## config.mk

```make
export PLATFORM = sky130hd
export DESIGN_NAME = parity_rx
export DESIGN_NICKNAME = d
export VERILOG_FILES = /design/src/rtl/parity_rx.sv
export SDC_FILE = /design/constraint.sdc
export NUM_CORES = 1
export LEC_CHECK = 0
export ABC_AREA = 0
export CAP_MARGIN = 30
export CORE_ASPECT_RATIO = 2
export CORE_UTILIZATION = 60
export DETAILED_ROUTE_END_ITERATION = 8
export DONT_BUFFER_PORTS = 1
export HOLD_SLACK_MARGIN = 0.03
export PLACE_DENSITY = 0.81
export SKIP_LAST_GASP = 1
export SLEW_MARGIN = 20
export SYNTH_ARGS = -nofsm -noshare
export SYNTH_HDL_FRONTEND = slang
export SYNTH_SLANG_ARGS = --single-unit
```

## constraint.sdc

```tcl
create_clock -name clk -period 2.9 [get_ports clk]
set_clock_uncertainty 0.2 [all_clocks]
set_input_delay 0.87 -clock clk [delete_from_list [all_inputs] [get_ports clk]]
set_output_delay 0.87 -clock clk [all_outputs]
set_load 0.005 [all_outputs]
```

## src/rtl/parity_rx.sv

```systemverilog
// Serial 9-bit frame receiver: 8 data bits LSB first plus a parity bit.
// Presents the byte with a parity-error flag and keeps a saturating error count.
module parity_rx #(
  parameter bit          ODD_PARITY = 1'b0,
  parameter int unsigned CNT_W      = 8
) (
  input  logic             clk,
  input  logic             rst,
  input  logic             bit_in,
  input  logic             bit_valid,
  input  logic             sof,
  input  logic             err_clr,
  output logic [7:0]       data_out,
  output logic             data_valid,
  output logic             parity_err,
  output logic             frame_abort,
  output logic             busy,
  output logic [CNT_W-1:0] err_count
);

  typedef enum logic [1:0] {StIdle, StData, StParity} state_e;

  localparam logic [CNT_W-1:0] CntMax = {CNT_W{1'b1}};

  state_e           state_q, state_d;
  logic [2:0]       bit_cnt_q, bit_cnt_d;
  logic [7:0]       shift_q, shift_d;
  logic [7:0]       data_out_q, data_out_d;
  logic             data_valid_q, data_valid_d;
  logic             parity_err_q, parity_err_d;
  logic             frame_abort_q, frame_abort_d;
  logic [CNT_W-1:0] err_count_q, err_count_d;
  logic             check;

  assign check = (^shift_q) ^ bit_in ^ ODD_PARITY;

  always_comb begin
    state_d       = state_q;
    bit_cnt_d     = bit_cnt_q;
    shift_d       = shift_q;
    data_out_d    = data_out_q;
    parity_err_d  = parity_err_q;
    err_count_d   = err_count_q;
    data_valid_d  = 1'b0;
    frame_abort_d = 1'b0;

    if (bit_valid) begin
      if (sof) begin
        // A sof always starts a fresh frame; any partial frame is thrown away.
        frame_abort_d = (state_q != StIdle);
        shift_d       = {7'b0, bit_in};
        bit_cnt_d     = 3'd1;
        state_d       = StData;
      end else begin
        unique case (state_q)
          StIdle: ;
          StData: begin
            shift_d[bit_cnt_q] = bit_in;
            bit_cnt_d          = bit_cnt_q + 3'd1;
            if (bit_cnt_q == 3'd7) begin
              state_d = StParity;
            end
          end
          StParity: begin
            data_out_d   = shift_q;
            parity_err_d = check;
            data_valid_d = 1'b1;
            bit_cnt_d    = 3'd0;
            state_d      = StIdle;
            if (check && (err_count_q != CntMax)) begin
              err_count_d = err_count_q + CNT_W'(1);
            end
          end
          default: state_d = StIdle;
        endcase
      end
    end

    if (err_clr) begin
      err_count_d = '0;
    end
  end

  always_ff @(posedge clk or posedge rst) begin
    if (rst) begin
      state_q       <= StIdle;
      bit_cnt_q     <= 3'd0;
      shift_q       <= 8'h00;
      data_out_q    <= 8'h00;
      data_valid_q  <= 1'b0;
      parity_err_q  <= 1'b0;
      frame_abort_q <= 1'b0;
      err_count_q   <= '0;
    end else begin
      state_q       <= state_d;
      bit_cnt_q     <= bit_cnt_d;
      shift_q       <= shift_d;
      data_out_q    <= data_out_d;
      data_valid_q  <= data_valid_d;
      parity_err_q  <= parity_err_d;
      frame_abort_q <= frame_abort_d;
      err_count_q   <= err_count_d;
    end
  end

  assign data_out    = data_out_q;
  assign data_valid  = data_valid_q;
  assign parity_err  = parity_err_q;
  assign frame_abort = frame_abort_q;
  assign busy        = (state_q != StIdle);
  assign err_count   = err_count_q;

endmodule

```

==> results of run 1 <==
## where the power goes
part           internal, W  leakage (nW)  total [W]  switching, W
Sequential        0.000477         0.430   0.000526     0.0000482
Clock             0.000211        0.0503   0.000365      0.000154
Combinational    0.0000823         0.278   0.000217      0.000135
Total             0.000771         0.758    0.00111      0.000337
## sequential cells by signal, indices dropped and copies added (netlist names)
name	cells
data_out	8
err_count	8
shift_q	8
bit_cnt_q	3
state_q	2
data_valid	1
frame_abort	1
parity_err	1
## cells by family (layout without fill, tap and decap cells)
logic type / count (synthesis) / in the layout / synth area share
and+or+nand+nor: 39 / 39 / 0.1469
AOI/OAI and AO/OA: 35 / 35 / 0.1453
DFF: 32 / 32 / 0.5028
muxes: 13 / 13 / 0.08877
adders and majority gates: 3 / 3 / 0.02357
buffers and inverters: 14 / 16 / 0.03456
xor gates and xnor gates: 8 / 8 / 0.05813
## final cells by class
class	instances	area share
clock buffers	7	0.05633
inverters	7	0.01536
multi-input cells	98	0.4309
flip-flops and latches	32	0.4682
well taps	28	0.02048
repair buffers	2	0.008778
## cell usage after synthesis
| cell type | n | share of area |
|---|---|---|
| or4b_1 | 1 | 0.0063 |
| or3b_2 | 1 | 0.0055 |
| and3b_1 | 1 | 0.0055 |
| nor3b_1 | 1 | 0.0047 |
| a32oi_1 | 1 | 0.0055 |
| xnor2_2 | 1 | 0.010 |
| o211ai_1 | 3 | 0.014 |
| a21oi_1 | 9 | 0.028 |
| or4_1 | 4 | 0.019 |
| and3_1 | 1 | 0.0039 |
| mux2_2 | 9 | 0.064 |
| o21bai_1 | 1 | 0.0047 |
| inv_1 | 7 | 0.016 |
| or3_1 | 2 | 0.0079 |
| xnor3_2 | 1 | 0.015 |
| o311ai_0 | 3 | 0.016 |
| o21ai_0 | 5 | 0.016 |
| nand4_1 | 1 | 0.0039 |
| o21ai_1 | 1 | 0.0031 |
| xnor2_1 | 6 | 0.033 |
| nand2_1 | 14 | 0.033 |
| nor4b_4 | 1 | 0.015 |
| nand2b_1 | 1 | 0.0039 |
| o41ai_1 | 3 | 0.016 |
| o22ai_1 | 2 | 0.0079 |
| nor2_1 | 1 | 0.0024 |
| nand4b_1 | 1 | 0.0055 |
| a22oi_1 | 2 | 0.0094 |
| and2_1 | 1 | 0.0039 |
| clkbuf_1 | 4 | 0.0094 |
| o31ai_1 | 5 | 0.024 |
| ha_1 | 3 | 0.024 |
| buf_1 | 1 | 0.0024 |
| dfrtp_1 | 32 | 0.50 |
| buf_2 | 2 | 0.0063 |
| nor2b_1 | 2 | 0.0079 |
| nand3_1 | 6 | 0.019 |
| mux2i_1 | 4 | 0.025 |
## routing by layer
metal | GRT usage | up-vias
met4 | 0.1609 | 0
met3 | 0.08260 | 6
li1 | - | 533
met2 | 0.4501 | 49
met5 | 0 | -
met1 | 0.2696 | 567
## final timing paths
check	cells past startpoint	startpoint	slack [ps]	to
max	5	bit_in	430	err_count[6]
min	1	data_out[5]	340	data_out[5]
max reg2reg	5	shift_q[3]	520	err_count[6]
min reg2reg	1	data_out[5]	340	data_out[5]
max in group asynchronous	2	rst	1860	parity_err
min in group asynchronous	2	rst	350	data_out[1]
## per-stage QoR
stage                       util  setup WS (ps)
after floorplan                -          331.9
after CTS                 0.6741          430.0
after detailed placement  0.6361          125.7
after global placement    0.6361          182.1
final                     0.6741          431.4
after global routing      0.6741          368.4
==> flow_summary.ini, run 1 <==
[cells_and_area]
area_growth_pct = 7.384
fin_cells = 174
seq_area_um2 = 800.8
drive_gt1_frac = 0.1507
nets = 155
final_common_cell = dfrtp_1
layout_common_cells = dfrtp_1 (32), nand2_1 (14), a21oi_1 (9), mux2_2 (9)
final_cell_area_mm2 = 0.001710
fillerInstances = 197
antennaDiodeCount = 0
multi_input_area_um2 = 737.0

[routing]
drt-met1-wl_um = 1117
post_drt_wl_per_cell_um = 17.66
ant_nets = 0
route.met3.wl_um = 189
drt_iter0_drc = 49
viasPerCell = 6.638
highest_layer = met4
drtPass1Iterations = 4
drc = 0
vias = 1155
totalWireLength_um = 3072
wl_met2_um = 1685

[floorplanning]
die_width_um = 38.43
rows = 26
initial_utilization = 0.6277
io_pins = 26
coreArea_mm2 = 0.002537
dieArea_mm2 = 0.002877
die_y_um = 74.87

[setup_path]
crit_fanout = 17
crit_arrival_ps = 2450
crit_family = XOR/XNOR gates
path_buf_inv = 0
end_kind = register
cpMaxStageDelayCell = or4b_1
path_cells = xnor2_1, xnor3_2, xnor2_2, or4b_1, and3b_1
criticalPathCategory = input port to register
cpPeakStageDelay_ps = 540
cp-start-kind = input port
critPathRequiredTime_ps = 2880

[timing]
setup_violations = 0
holdWs_ps = 338.2
clock.fmax_mhz = 405.1
finalCriticalPeriod_ps = 2469
fin_crit_sh = 0.8513
maxSlewViolCount = 0
slew_headroom = 0.5784
hold_violations = 0
rsz0062_at_grt = no
worst_pin_slew_ps = 629.4
tns_ps = 0

[power_and_ir_drop]
max-vdd-ir-drop_v = 0.0004858
p_per_area_mw_per_mm2 = 647.8
p_leak_nw = 0.7583
power_w = 0.001108

[clock_network]
clkTransAtPathRegs_ps = 60
insertion_delay_ps = 280
cts_buffer_depth = 2
clockRootBuffer = clkbuf_8
cts_tree = done
cts_sinks = 32
numCtsBuffers = 5
cts_max_level = 2
cts_setup_buffers = 0
holdBufCountCts = 0
ctsResizeCount = 0

[global_routing]
grt_overflow_total = 0
grt_max_degree = 33
first_global_vias = 1151
grt_pass1_wl_um = 5057
grt_usage = 0.2643
antenna_found_initial = 0

[logic_synthesis]
syn_avg_cell_area_um2 = 11.06
seq_area_frac_synth = 0.5027
synth_fp_nets = 153
ys_warn_count = 0
ys_ff_latch = 32
synth_cells = 144
yosysUniqueCellTypes = 38
synth_area_mm2 = 0.001593

[placement]
dpl_cell_area_mm2 = 0.001614
place_congestion = 0.7508
port_buffers = 0
dp_cells = 167
dp_hpwl_um = 2201

[run]
cap_violations = 0

[hold_path]
worstHoldPathType = register to register

[outcome]
outcome = finished clean
(Power assumes the default switching activity.)
==> run 2: changes to the inputs <==
--- a/config.mk
+++ b/config.mk
@@ -12,7 +12,7 @@
 export DETAILED_ROUTE_END_ITERATION = 8
 export DONT_BUFFER_PORTS = 1
 export HOLD_SLACK_MARGIN = 0.03
-export PLACE_DENSITY = 0.81
+export PLACE_DENSITY_LB_ADDON = 0.1
 export SKIP_LAST_GASP = 1
 export SLEW_MARGIN = 20
 export SYNTH_ARGS = -nofsm -noshare
==> run 2 against run 1 <==
Effect of this change: largest cell class unchanged; worst hold slack lost 5.8 ps; total power is essentially flat; die area is the same; wire length grew 5.9%; non-clock buffer count is the same; utilization is the same; clock-buffer cell count is the same.
==> flow_summary.ini, run 2 (synthesis results as in run 1) <==
[floorplanning]
dieArea_mm2 = 0.002877
io_pins = 26
die_y_um = 74.87
die_width_um = 38.43
initial_utilization = 0.6277
coreArea_mm2 = 0.002537
rows = 26

[setup_path]
r2r-start = shift_q[3]
crit_fanout = 17
endpoint = err_count[6]
end_kind = register
cp-start-kind = input port
criticalPathCategory = input port to register
crit_arrival_ps = 2490
r2r_slack_ps = 500
timing.rr.end = err_count[6]
setup.worst_path.start = bit_in
critPathRequiredTime_ps = 2870
r2r_cells = 5

[global_routing]
grt_usage = 0.2585
grt_pass1_wl_um = 5043
grt_busiest_layer = met2
grt.met3_usage = 0.05310
grt_overflow_total = 0
first_global_vias = 1121
use_met1 = 0.2600
grt_max_degree = 33
grtUsageMet2 = 0.4652
antenna_found_initial = 0

[timing]
hold_violations = 0
rsz0062_at_grt = no
tns_ps = 0
slew_headroom = 0.5726
finalCriticalPeriod_ps = 2523
maxSlewViolCount = 0
worst_pin_slew_ps = 637.9
setup_violations = 0
fin_crit_sh = 0.8699
clock.fmax_mhz = 396.4

[cells_and_area]
fillerInstances = 206
drive_gt1_frac = 0.1507
area_growth_pct = 7.384
nets = 155
layout_common_cells = dfrtp_1 (32), nand2_1 (14), a21oi_1 (9), mux2_2 (9)
antennaDiodeCount = 0
final_cell_area_mm2 = 0.001710
final_common_cell = dfrtp_1

[routing]
post_drt_wl_per_cell_um = 18.70
vias = 1152
drc = 0
ant_nets = 0
viasPerCell = 6.621
drt_iter0_drc = 51
drtPass1Iterations = 4
totalWireLength_um = 3253

[placement]
dp_hpwl_um = 2268
dpl_cell_area_mm2 = 0.001614
place_congestion = 0.7325
port_buffers = 0

[outcome]
outcome = finished clean

[clock_network]
insertion_delay_ps = 280
holdBufCountCts = 0
ctsResizeCount = 0
cts_buffer_depth = 2
numCtsBuffers = 5
cts_sinks = 32
clockRootBuffer = clkbuf_8
cts_tree = done
cts_setup_buffers = 0
cts_max_level = 2
clkTransAtPathRegs_ps = 60

[power_and_ir_drop]
power_w = 0.001107
p_leak_nw = 0.7583
max-vdd-ir-drop_v = 0.0004652
p_per_area_mw_per_mm2 = 647.4

[hold_path]
worstHoldPathType = register to register

[run]
cap_violations = 0
run 2: cell counts in the layout (fill, tap and decap cells not counted):
Identical to the previous run, type by type.
run 2: final cells by class:
type | instances | area, um2 | area share
repair buffers | 2 | 15.01 | 0.008778
flip-flops and latches | 32 | 800.8 | 0.4682
clock buffers | 7 | 96.34 | 0.05633
inverters | 7 | 26.28 | 0.01536
multi-input cells | 98 | 737.0 | 0.4309
well taps | 28 | 35.03 | 0.02048
run 2: critical path: stages:
cell and delay, ps:
xnor2_1 190, xnor3_2 380, xnor2_2 280, or4b_1 570, and3b_1 190
run 2: per-stage QoR:
step / utilization / setup WS, ps / std cells / hold WS [ps]
after floorplan: - / 331.9 / 144 / 305.5
after global placement: 0.6361 / 179.3 / 167 / 328.0
after detailed placement: 0.6361 / 79.96 / 167 / 326.5
after CTS: 0.6741 / 389.3 / 174 / 340.6
after global routing: 0.6741 / 336.7 / 174 / 356.4
final: 0.6741 / 377.4 / 174 / 332.5
run 2: power by group:
group / switching [W] / internal, W
Clock: 0.000155 / 0.000211
Combinational: 0.000136 / 0.0000821
Sequential: 0.0000465 / 0.000477
Total: 0.000337 / 0.000770
run 2: worst min-delay path by stage:
stage                            from           to  slack (ps)  depth (start not counted)
final                     data_out[5]  data_out[5]         330                          1
after CTS                 data_out[5]  data_out[5]         340                          1
after global placement    data_out[5]  data_out[5]         330                          1
after global routing      data_out[5]  data_out[5]         360                          1
after floorplan           data_out[0]  data_out[0]         310                          1
after detailed placement  data_out[5]  data_out[5]         330                          1
run 2: metal layers:
metal  wire length (um)  share of wire
met5                  0              0
met4                 67          0.021
met3                120          0.037
met2               1887           0.58
met1               1178           0.36
==> run 3: changes to the inputs <==
--- a/config.mk
+++ b/config.mk
@@ -8,7 +8,7 @@
 export ABC_AREA = 0
 export CAP_MARGIN = 30
 export CORE_ASPECT_RATIO = 2
-export CORE_UTILIZATION = 60
+export CORE_UTILIZATION = 58
 export DETAILED_ROUTE_END_ITERATION = 8
 export DONT_BUFFER_PORTS = 1
 export HOLD_SLACK_MARGIN = 0.03
==> run 3 against run 2 <==
Effect of this change: worst hold slack worse by 35 ps; sequential share of layout area fell by 1.0 points; cell area increased by 2.2%; clock-buffer cell count unchanged; sequential power hardly changed; cell count is 1.1% higher; highest routed layer unchanged.
==> flow_summary.ini, run 3 (synthesis results as in run 1) <==
[outcome]
outcome = finished clean

[cells_and_area]
fin_cells = 176
final_cell_area_mm2 = 0.001748
fillerInstances = 196
layout_common_cells = dfrtp_1 (32), nand2_1 (14), a21oi_1 (9), mux2_2 (9)
nets = 156
drive_gt1_frac = 0.1622
antennaDiodeCount = 0
area_growth_pct = 9.741
final_common_cell = dfrtp_1

[setup_path]
end_kind = register
crit_family = XOR/XNOR gates
path_cells = xnor2_1, xnor3_2, xnor2_2, buf_4, or4_1, a21oi_1
cp.depth = 6
cpPeakStageDelay_ps = 420
cpMaxStageDelayCell = or4_1
cp-start-kind = input port
r2r_cells = 6
criticalPathCategory = input port to register
critPathRequiredTime_ps = 2900
path_buf_inv = 1
crit_fanout = 10
crit_arrival_ps = 2530

[clock_network]
ctsResizeCount = 0
clkTransAtPathRegs_ps = 70
holdBufCountCts = 0
insertion_delay_ps = 290
numCtsBuffers = 5
cts_setup_buffers = 0
cts_tree = done
clockRootBuffer = clkbuf_8
cts_sinks = 32
cts_buffer_depth = 2
cts_max_level = 2

[floorplanning]
io_pins = 26
rows = 26
initial_utilization = 0.6198
die_width_um = 39.06
die_y_um = 76.11
coreArea_mm2 = 0.002570
dieArea_mm2 = 0.002972

[routing]
drtPass1Iterations = 4
ant_nets = 0
vias = 1147
totalWireLength_um = 3357
viasPerCell = 6.517
post_drt_wl_per_cell_um = 19.07
drt_iter0_drc = 49
drc = 0

[global_routing]
grt_max_degree = 20
first_global_vias = 1229
grt_usage = 0.2662
grt_overflow_total = 0
antenna_found_initial = 0
grt_pass1_wl_um = 5464

[timing]
maxSlewViolCount = 0
worst_pin_slew_ps = 517.8
fin_crit_sh = 0.8708
finalCriticalPeriod_ps = 2525
setup_violations = 0
slew_headroom = 0.6544
rsz0062_at_grt = no
tns_ps = 0
hold_violations = 0
holdWs_ps = 297.9
clock.fmax_mhz = 396.0

[run]
cap_violations = 0

[power_and_ir_drop]
power_w = 0.001235
max-vdd-ir-drop_v = 0.0005205
p_per_area_mw_per_mm2 = 706.8
p_leak_nw = 0.7772

[placement]
dp_hpwl_um = 2497
place_congestion = 0.7201
dpl_cell_area_mm2 = 0.001622
dp_cells = 168
port_buffers = 0

[hold_path]
worstHoldPathType = input port to async pin
## run 3: path summary, 6_finish.rpt
kind / from / endpoint / slack [ps]
setup / recovery: bit_in / err_count[7] / 370
hold / removal: rst / shift_q[2] / 300
min in group clk: data_out[6] / data_out[6] / 340
setup reg to reg: shift_q[7] / err_count[7] / 540
max in group asynchronous: rst / shift_q[4] / 1560
hold reg to reg: data_out[6] / data_out[6] / 340
## run 3: through the flow
stage               utilization  setup slack, ps
detailed placement       0.6310            72.05
finish                   0.6801            374.7
CTS                      0.6801            378.1
global placement         0.6310            264.9
global route             0.6801            350.1
floorplan                     -            331.9
## run 3: metal layers
layer	routed length (um)	vias up	GRT usage
met5	0	-	0
met1	1168	579	0.2560
met3	144	8	0.06706
li1	-	531	-
met4	78	0	0.1241
met2	1966	29	0.4767
## run 3: worst reg2reg max path, stage by stage (launching register included)
cell and delay, ps:
dfrtp_1 410, xnor2_1 230, xnor3_2 400, xnor2_2 220, buf_4 200, or4_1 420, a21oi_1 200
## run 3: final cells by class
| class | count | area (um2) | share of cell area |
|---|---|---|---|
| clock inverters | 1 | 30.03 | 0.01718 |
| clock buffers | 7 | 96.34 | 0.05512 |
| repair buffers | 3 | 22.52 | 0.01288 |
| flip-flops and latches | 32 | 800.8 | 0.4581 |
| multi-input cells | 98 | 737.0 | 0.4216 |
| well taps | 28 | 35.03 | 0.02004 |
| inverters | 7 | 26.28 | 0.01503 |
## run 3: where the power goes
part	internal [W]	switching [W]	leakage [nW]
Combinational	0.0000998	0.000142	0.283
Clock	0.000303	0.000165	0.0645
Sequential	0.000477	0.0000481	0.430
Total	0.000880	0.000356	0.777
